<file path="src/rtl/cpu_pkg.sv">
// Shared RV32I encoding definitions: opcodes, request kinds, and a pure
// field-to-word encode function usable by both RTL and bench models.
package cpu_pkg;

    localparam logic [6:0] OP_R      = 7'b0110011;
    localparam logic [6:0] OP_LOAD   = 7'b0000011;
    localparam logic [6:0] OP_STORE  = 7'b0100011;
    localparam logic [6:0] OP_BRANCH = 7'b1100011;

    typedef enum logic [1:0] {
        KIND_R      = 2'd0,
        KIND_LOAD   = 2'd1,
        KIND_STORE  = 2'd2,
        KIND_BRANCH = 2'd3
    } instr_kind_t;

    // Pure bit selection; the immediate is never sign-extended or range-checked here.
    function automatic logic [31:0] encode(
        input instr_kind_t kind,
        input logic [4:0]  rd,
        input logic [4:0]  rs1,
        input logic [4:0]  rs2,
        input logic [2:0]  funct3,
        input logic [6:0]  funct7,
        input logic [12:0] imm
    );
        logic [31:0] word;
        case (kind)
            KIND_R:     word = {funct7, rs2, rs1, funct3, rd, OP_R};
            KIND_LOAD:  word = {imm[11:0], rs1, funct3, rd, OP_LOAD};
            KIND_STORE: word = {imm[11:5], rs2, rs1, funct3, imm[4:0], OP_STORE};
            default:    word = {imm[12], imm[10:5], rs2, rs1, funct3,
                                imm[4:1], imm[11], OP_BRANCH};
        endcase
        return word;
    endfunction

endpackage

</file>
<file path="src/rtl/sync_fifo.sv">
// Synchronous FIFO with registered occupancy; full/empty derive from count_q only,
// so a pop in the same cycle never frees a slot for a push.
module sync_fifo #(
    parameter int WIDTH = 32,
    parameter int DEPTH = 4
) (
    input  logic                     clk,
    input  logic                     rst,
    input  logic                     push,
    input  logic [WIDTH-1:0]         wdata,
    input  logic                     pop,
    output logic [WIDTH-1:0]         rdata,
    output logic [$clog2(DEPTH):0]   count,
    output logic                     full,
    output logic                     empty
);

    localparam int AW = $clog2(DEPTH);

    logic [AW-1:0]    wr_ptr_q, wr_ptr_d;
    logic [AW-1:0]    rd_ptr_q, rd_ptr_d;
    logic [AW:0]      count_q, count_d;
    logic [WIDTH-1:0] mem_q [DEPTH];
    logic [WIDTH-1:0] mem_d [DEPTH];
    logic             do_push, do_pop;

    assign full    = (count_q == (AW+1)'(DEPTH));
    assign empty   = (count_q == '0);
    assign do_push = push & ~full;
    assign do_pop  = pop & ~empty;

    // Pointers are AW bits wide, so DEPTH being a power of two gives free wrap.
    always_comb begin
        wr_ptr_d = wr_ptr_q;
        rd_ptr_d = rd_ptr_q;
        count_d  = count_q;
        mem_d    = mem_q;
        if (do_push) begin
            mem_d[wr_ptr_q] = wdata;
            wr_ptr_d        = wr_ptr_q + AW'(1);
        end
        if (do_pop) begin
            rd_ptr_d = rd_ptr_q + AW'(1);
        end
        case ({do_push, do_pop})
            2'b10:   count_d = count_q + (AW+1)'(1);
            2'b01:   count_d = count_q - (AW+1)'(1);
            default: count_d = count_q;
        endcase
    end

    always_ff @(posedge clk) begin
        if (rst) begin
            wr_ptr_q <= '0;
            rd_ptr_q <= '0;
            count_q  <= '0;
        end else begin
            wr_ptr_q <= wr_ptr_d;
            rd_ptr_q <= rd_ptr_d;
            count_q  <= count_d;
        end
    end

    always_ff @(posedge clk) begin
        mem_q <= mem_d;
    end

    assign rdata = empty ? '0 : mem_q[rd_ptr_q];
    assign count = count_q;

endmodule

</file>
<file path="src/rtl/instr_encoder.sv">
// Buffered RV32I encoder: packs field requests into R/LOAD/STORE/BRANCH words and
// queues them. Define INSTR_ENC_CHECK_EN to drop illegal immediates and pulse err.
module instr_encoder
    import cpu_pkg::*;
#(
    parameter int DEPTH = 4
) (
    input  logic                   clk,
    input  logic                   rst,
    input  logic                   in_valid,
    output logic                   in_ready,
    input  logic [1:0]             in_kind,
    input  logic [4:0]             in_rd,
    input  logic [4:0]             in_rs1,
    input  logic [4:0]             in_rs2,
    input  logic [2:0]             in_funct3,
    input  logic [6:0]             in_funct7,
    input  logic [12:0]            in_imm,
    output logic                   out_valid,
    input  logic                   out_ready,
    output logic [31:0]            out_instr,
    output logic [$clog2(DEPTH):0] count,
    output logic                   err
);

    logic        accept, illegal, push;
    logic        full, empty;
    logic [31:0] word;

    assign in_ready  = ~full;
    assign out_valid = ~empty;
    assign accept    = in_valid & in_ready;
    assign word      = encode(instr_kind_t'(in_kind), in_rd, in_rs1, in_rs2,
                              in_funct3, in_funct7, in_imm);

`ifdef INSTR_ENC_CHECK_EN
    logic err_q, err_d;

    // LOAD/STORE immediates must fit 12 signed bits; branch offsets must be even.
    always_comb begin
        illegal = 1'b0;
        case (instr_kind_t'(in_kind))
            KIND_LOAD, KIND_STORE: illegal = (in_imm[12] != in_imm[11]);
            KIND_BRANCH:           illegal = in_imm[0];
            default:               illegal = 1'b0;
        endcase
    end

    always_comb begin
        err_d = accept & illegal;
    end

    always_ff @(posedge clk) begin
        if (rst) err_q <= 1'b0;
        else     err_q <= err_d;
    end

    assign err = err_q;
`else
    logic unused_imm0;

    assign unused_imm0 = in_imm[0];
    assign illegal     = 1'b0;
    assign err         = 1'b0;
`endif

    assign push = accept & ~illegal;

    sync_fifo #(
        .WIDTH (32),
        .DEPTH (DEPTH)
    ) u_fifo (
        .clk   (clk),
        .rst   (rst),
        .push  (push),
        .wdata (word),
        .pop   (out_ready),
        .rdata (out_instr),
        .count (count),
        .full  (full),
        .empty (empty)
    );

endmodule
</file>
<file path="config.mk">
export PLATFORM = sky130hd
export DESIGN_NAME = instr_encoder
export DESIGN_NICKNAME = d
export VERILOG_FILES = /design/src/rtl/cpu_pkg.sv /design/src/rtl/sync_fifo.sv /design/src/rtl/instr_encoder.sv
export SDC_FILE = /design/constraint.sdc
export NUM_CORES = 1
export LEC_CHECK = 0
export ABC_AREA = 1
export BUFFER_PORTS_ARGS = -buffer_cell sky130_fd_sc_hd__buf_2
export CAP_MARGIN = 20
export CORE_ASPECT_RATIO = 1.75
export CORE_MARGIN = 5
export CORE_UTILIZATION = 40
export DETAILED_ROUTE_END_ITERATION = 10
export PLACE_DENSITY = 0.7
export SETUP_SLACK_MARGIN = 0.3
export SLEW_MARGIN = 10
export SYNTH_ARGS = -nofsm -noshare
export SYNTH_HDL_FRONTEND = slang
export SYNTH_SLANG_ARGS = --single-unit
</file>
<file path="constraint.sdc">
create_clock -name clk -period 2.6 [get_ports clk]
set_clock_uncertainty 0.15 [all_clocks]
set_input_delay 0.39 -clock clk [delete_from_list [all_inputs] [get_ports clk]]
set_output_delay 0.39 -clock clk [all_outputs]
set_load 0.1 [all_outputs]
</file>
# Yosys cells after proc, flatten, opt, wreduce, memory -nomap -nowiden
# Index checks and enable logic that the tools add are counted.
[totals] register_bits=135 elab_cells=39
[classes] add_sub_neg=4 order_cmp=3 n_eq_ne=5 mux=9 n_bitwise=7 reduce_logical=4
[op_table] op="bitwise mux 128 bit" n=1
[op_table] op="two-way mux 32 bit" n=4
[op_table] op="one-hot mux 32 bit (3 select lines)" n=1
[op_table] op="binary-select mux 32 bit (select 2 bit)" n=1
[op_table] op="demux 32 bit (select 2 bit)" n=1
[op_table] op=">= comparator 3 bit, second input constant" n=2
[op_table] op="inverter 2 -> 3 bit" n=2
[op_table] op="one-hot mux 3 bit (2 select lines)" n=1
[op_table] op="adder 2 x 1 -> 2 bit, second input constant" n=2
[op_table] op="== test 2 x 1 -> 1 bit, second input constant" n=2
[op_table] op="== test 2 bit, second input constant" n=2
[op_table] op="adder 3 x 1 -> 3 bit, second input constant" n=1
[op_table] op="AND 1 bit" n=3
[op_table] op="== test 3 bit, second input constant" n=1
[op_table] op="zero test 3 bit" n=1
[op_table] op="less-than comparator 3 x 1 -> 1 bit, second input constant" n=1
[op_table] op="subtractor 3 x 1 -> 3 bit, second input constant" n=1
[op_table] op="zero test 2 bit" n=1
[op_table] op="inverter 1 bit" n=2
[op_table] op="nonzero test 2 bit" n=1
[op_table] op="logical AND 1 bit" n=1

# Longest topological paths before layout
[depth] word_depth=6 mapped_depth=13

# Cells and area by module
# A second synthesis with hierarchy kept.
[hier_totals] hier_cells=513 hier_area_um2=5725.5
[by_module_without_submodules] module="sync_fifo" n_inst=1 cells_per_inst=444 area_each_um2=5416.4 seq_area_each_um2=3983.8
[by_module_without_submodules] module="instr_encoder" n_inst=1 cells_per_inst=69 area_each_um2=309.0 seq_area_each_um2=0.0

# Worst setup path after synthesis
# Ideal clock, no wire load.
[synth_timing] kind="register -> output" start="register u_fifo.count_q[2] (netlist: u_fifo.count[2])" end="output port out_instr[11]" arrival_time_ns=3.797 required_ns=2.060 setup_slack_ns=-1.737 stages_incl_launch_ff=6 cell_sequence="dfxtp_1 -> inv_1 -> nand2_1 -> inv_2 -> buf_2 -> a21oi_1"
[synth_between] elab_chain_len=2
[synth_lines] item="start: declaration" line="sync_fifo.sv:22" text="logic [AW:0] count_q, count_d;"
[synth_lines] item="start signal: assignment" line="sync_fifo.sv:60" text="count_q <= count_d;"
[synth_lines] item="zero test 3 bit" line="sync_fifo.sv:28" text="assign empty = (count_q == '0);"
[synth_lines] item="two-way mux 32 bit" line="sync_fifo.sv:68" text="assign rdata = empty ? '0 : mem_q[rd_ptr_q];"
[synth_lines] item="end: declaration" line="instr_encoder.sv:21" text="output logic [31:0] out_instr,"
# Every way passes these cells.

# Final worst setup path
[layout_timing] start="register u_fifo.rd_ptr_q[1]" end="output port out_instr[22]"
[layout_between] elab_chain_len=5
[layout_lines] item="start: declaration" line="sync_fifo.sv:21" text="logic [AW-1:0] rd_ptr_q, rd_ptr_d;"
[layout_lines] item="start signal: assignment" line="sync_fifo.sv:59" text="rd_ptr_q <= rd_ptr_d;"
[layout_lines] item="inverter 2 -> 3 bit (implied by the code)" line="sync_fifo.sv:68"
[layout_lines] item="binary-select mux 32 bit (select 2 bit)" line="sync_fifo.sv:68"
[layout_lines] item="two-way mux 32 bit (implied by the code) (2 in a row)" line="sync_fifo.sv:68"
[layout_lines] item="two-way mux 32 bit" line="sync_fifo.sv:68"
# Every way passes these cells. The select of a mux whose other input is x is not followed.

==> summary.md <==
| Metric | Value |
|---|---|
| Status | finished, final reports clean |
| H-tree level count | 4 |
| Placed Instance Area | ~6400 µm² |
| Synthesized instance count | between 400 and 500 |
| Routed WL | approximately 12 mm |
| Reg2Reg Setup Slack | roughly 0.50 ns |
| Hold/Removal Path Class | in -> reg |
| Post-synthesis area per instance | between 10 and 15 µm² |
| Hpwl dp | a little under 8 mm |
| Total CTS buffers | 17 |
| DR top layer | met4 |
| Final Cell Area | between 7000 and 8000 µm² |
| Root Buffer Master | clkbuf_16 |
| Area occupied by multi-input gates | 1710 µm² |
| Period minus WS final | 2.25 ns |
| CP max FO | 8 |
| Area grow syn2layout | 39.6% |
| Starting DRT DRC Count | roughly 280 |
| Vias per Instance | between 5 and 6 |
| Cell-by-cell trace of the critical path | buf_6, buf_4, nor2_1, o21ai_1, a21oi_4, buf_12 |
| Wire length on met3 | between 600 and 700 µm |
| Worst r2r path cells | 11 |
| WL/cell | 16.6 µm |
| Crit path arrival time | around 1.7 ns |
| Warnings, synthesis | 0 |
| Final Hold Viols | 0 |
| Dpl ws | roughly 0.48 ns |
| Crit path buf inv count | 3 |
| Cts hold-fix bufs | 0 |
| Via count | approximately 3700 |
| Highest clock rate | 445 MHz |
| Remaining DRCs | 0 |
| WL met1 | 4.54 mm |
| Final setup TNS | 0 ns |
| I/O Buffers | 78 |
| Max cap viols | 0 |
| Commonest non-fill, non-tap cells in the layout | 116 x nor2_1, 112 x edfxtp_1, 62 x nand2_1 |
| Gpl congestion | 0.731 |
| Antenna Violating Nets Remaining | 0 |
| Fill count | between 1000 and 1500 |
| FF/Latch Area | approximately 3500 µm² |
| Die Height | around 160 µm |
| Critical-path top delay cell | dfxtp_1 |
| Final setup margin | between 0.3 and 0.4 ns |
| Chip Width | about 95 µm |
| Vias in the first global route | approximately 3700 |
| Setup crit end kind | output pin |
| RR Endpoint | u_fifo.count[2] |
| Slew @ Worst Pin | 0.602 ns |
| Seq cells post-synth | between 100 and 150 |
| Antenna cells | 0 |
| RR Startpoint | u_fifo.count[0] |
| Hold Path Sink | u_fifo.mem_q[111] |
| CP delay by family, top | buffers and inverters |
| Hold path depth | 1 |
| I/O pin count | 82 |
| Largest net degree at the start of global routing | 30 |
| Largest stage delay on the critical path | 0.33 ns |
| Die Area | 15100 µm² |
| Routed wl met2 | around 6.7 mm |
| Layout cells sized above 1 | 29.0% |
| Cell count after placement | 694 |
| First-pass iteration count of the detailed router | 5 |
| CP startpoint kind | register |
| Final #Nets | between 500 and 600 |
| Clk_lat worst skew | around 0.41 ns |
| Setup CP Type | reg -> out |
| Max-slew violations | 0 |
| HP Start | in_rs1[0] |
| Worst rel slew slack | about three fifths |
| Clock Tree Buf Depth | 2 |
| Final setup viols | 0 |
| Synth cell types | 20 |
| Clock transition at path regs | approximately 0.050 ns |
| Initial antenna violation count | 0 |
| GRT Total Usage | about 17% |
| Initial Utilization | between 40% and 50% |
| GRT overflow | 0 |
| Non-Filler Instances | 730 |
| Commonest non-fill, non-tap cell in the layout | nor2_1 |
| Crit path depth | 6 |
| RSZ-0062 raised after global routing | yes |
| CTS Sinks | 119 |
| Register area share after synthesis | between 60% and 70% |
| Global-route wire length before repair | 18.8 mm |
| Core ar. | about 12000 µm² |
| Fin crit share | 86.4% |
| Critical Path RT | a little over 2 ns |
| CTS tree | yes |
| # rows | 54 |
| Cell area after synthesis | about 5100 µm² |
[state kept, by name (all words and copies together) (netlist names)]
name / count
u_fifo.mem_q: 112
u_fifo.wr_ptr_q: 2
u_fifo.rd_ptr_q: 2
u_fifo.count: 3
[synthesized netlist by cell type]
library cell	n	share of area, %
nor2_1	121	9.0
edfxtp_1	112	67
nand2_1	65	4.8
o21ai_0	48	4.8
a21oi_1	33	3.3
inv_1	19	1.4
buf_2	11	1.1
o21ai_1	10	0.99
nand3_1	9	0.89
dfxtp_1	7	2.8
buf_4	6	0.89
clkbuf_1	5	0.37
ha_1	5	1.2
buf_6	4	0.89
inv_2	3	0.22
clkbuf_2	1	0.099
conb_1	1	0.074
fa_1	1	0.40
nor2_2	1	0.12
nor2_4	1	0.22
[area by class of cell]
type                            count  area share (%)
Sequential cell                   119            49.8
Multi-Input combinational cell    297            24.2
Timing Repair Buffer               92            14.2
Clock buffer                       28            7.04
Tap cell                          168            2.98
Inverter                           22            1.45
Clock inverter                      4           0.319
[cell families (layout without fill, tap and decap cells)]
logic type	Yosys count	in the layout	synth area share [%]
other cells	1	3	0.0741
fa+ha+maj	6	6	1.63
buf+inv	49	146	4.97
compound gates	91	91	9.01
flops	119	119	69.3
simple gates	197	197	15.0
[routing by layer]
metal	up-vias	track usage (%)
met5	-	0
met4	0	5.91
met3	14	4.07
met2	138	30.1
met1	1754	18.5
li1	1756	-
[what timing repair did]
item                                    in CTS  in global routing
endpoints found under the setup margin      28                  5
buffers inserted                             3                  0
endpoints found under the hold margin        0                  0
cloned                                       1                  0
gates resized for setup                     49                  2
[stage by stage]
stage	util [%]	hold slack [ns]
after global routing	56.8	0.0406
final	56.8	0.0552
after floorplan	-	0.309
after global placement	51.8	0.333
after CTS	56.7	0.0378
after detailed placement	51.8	0.354
[worst max-delay path by stage]
stage | startpoint | endpoint | slack (ns)
3_5_place_dp | u_fifo.rd_ptr_q[0] | out_instr[14] | 0.48
2_1_floorplan | u_fifo.count[2] | out_instr[11] | 0.26
5_1_grt | u_fifo.rd_ptr_q[0] | out_instr[19] | 0.28
4_1_cts | u_fifo.rd_ptr_q[0] | out_instr[19] | 0.33
6_report | u_fifo.rd_ptr_q[1] | out_instr[22] | 0.35
3_3_place_gp | u_fifo.rd_ptr_q[1] | out_instr[24] | 0.49
[worst reg2reg max path, stage by stage, from the launching register on]
cell	delay (ns)
dfxtp_4	0.35
nor2_4	0.23
nand2_8	0.09
nand2_4	0.16
ha_1	0.20
inv_1	0.07
fa_1	0.39
nand2_1	0.11
nand3_1	0.10
nand2_1	0.07
nand2_1	0.04
nor2_1	0.08
Power is left out: the tool's default activity adds up to more than one toggle a clock period on the data nets, which glitch-free logic cannot reach.
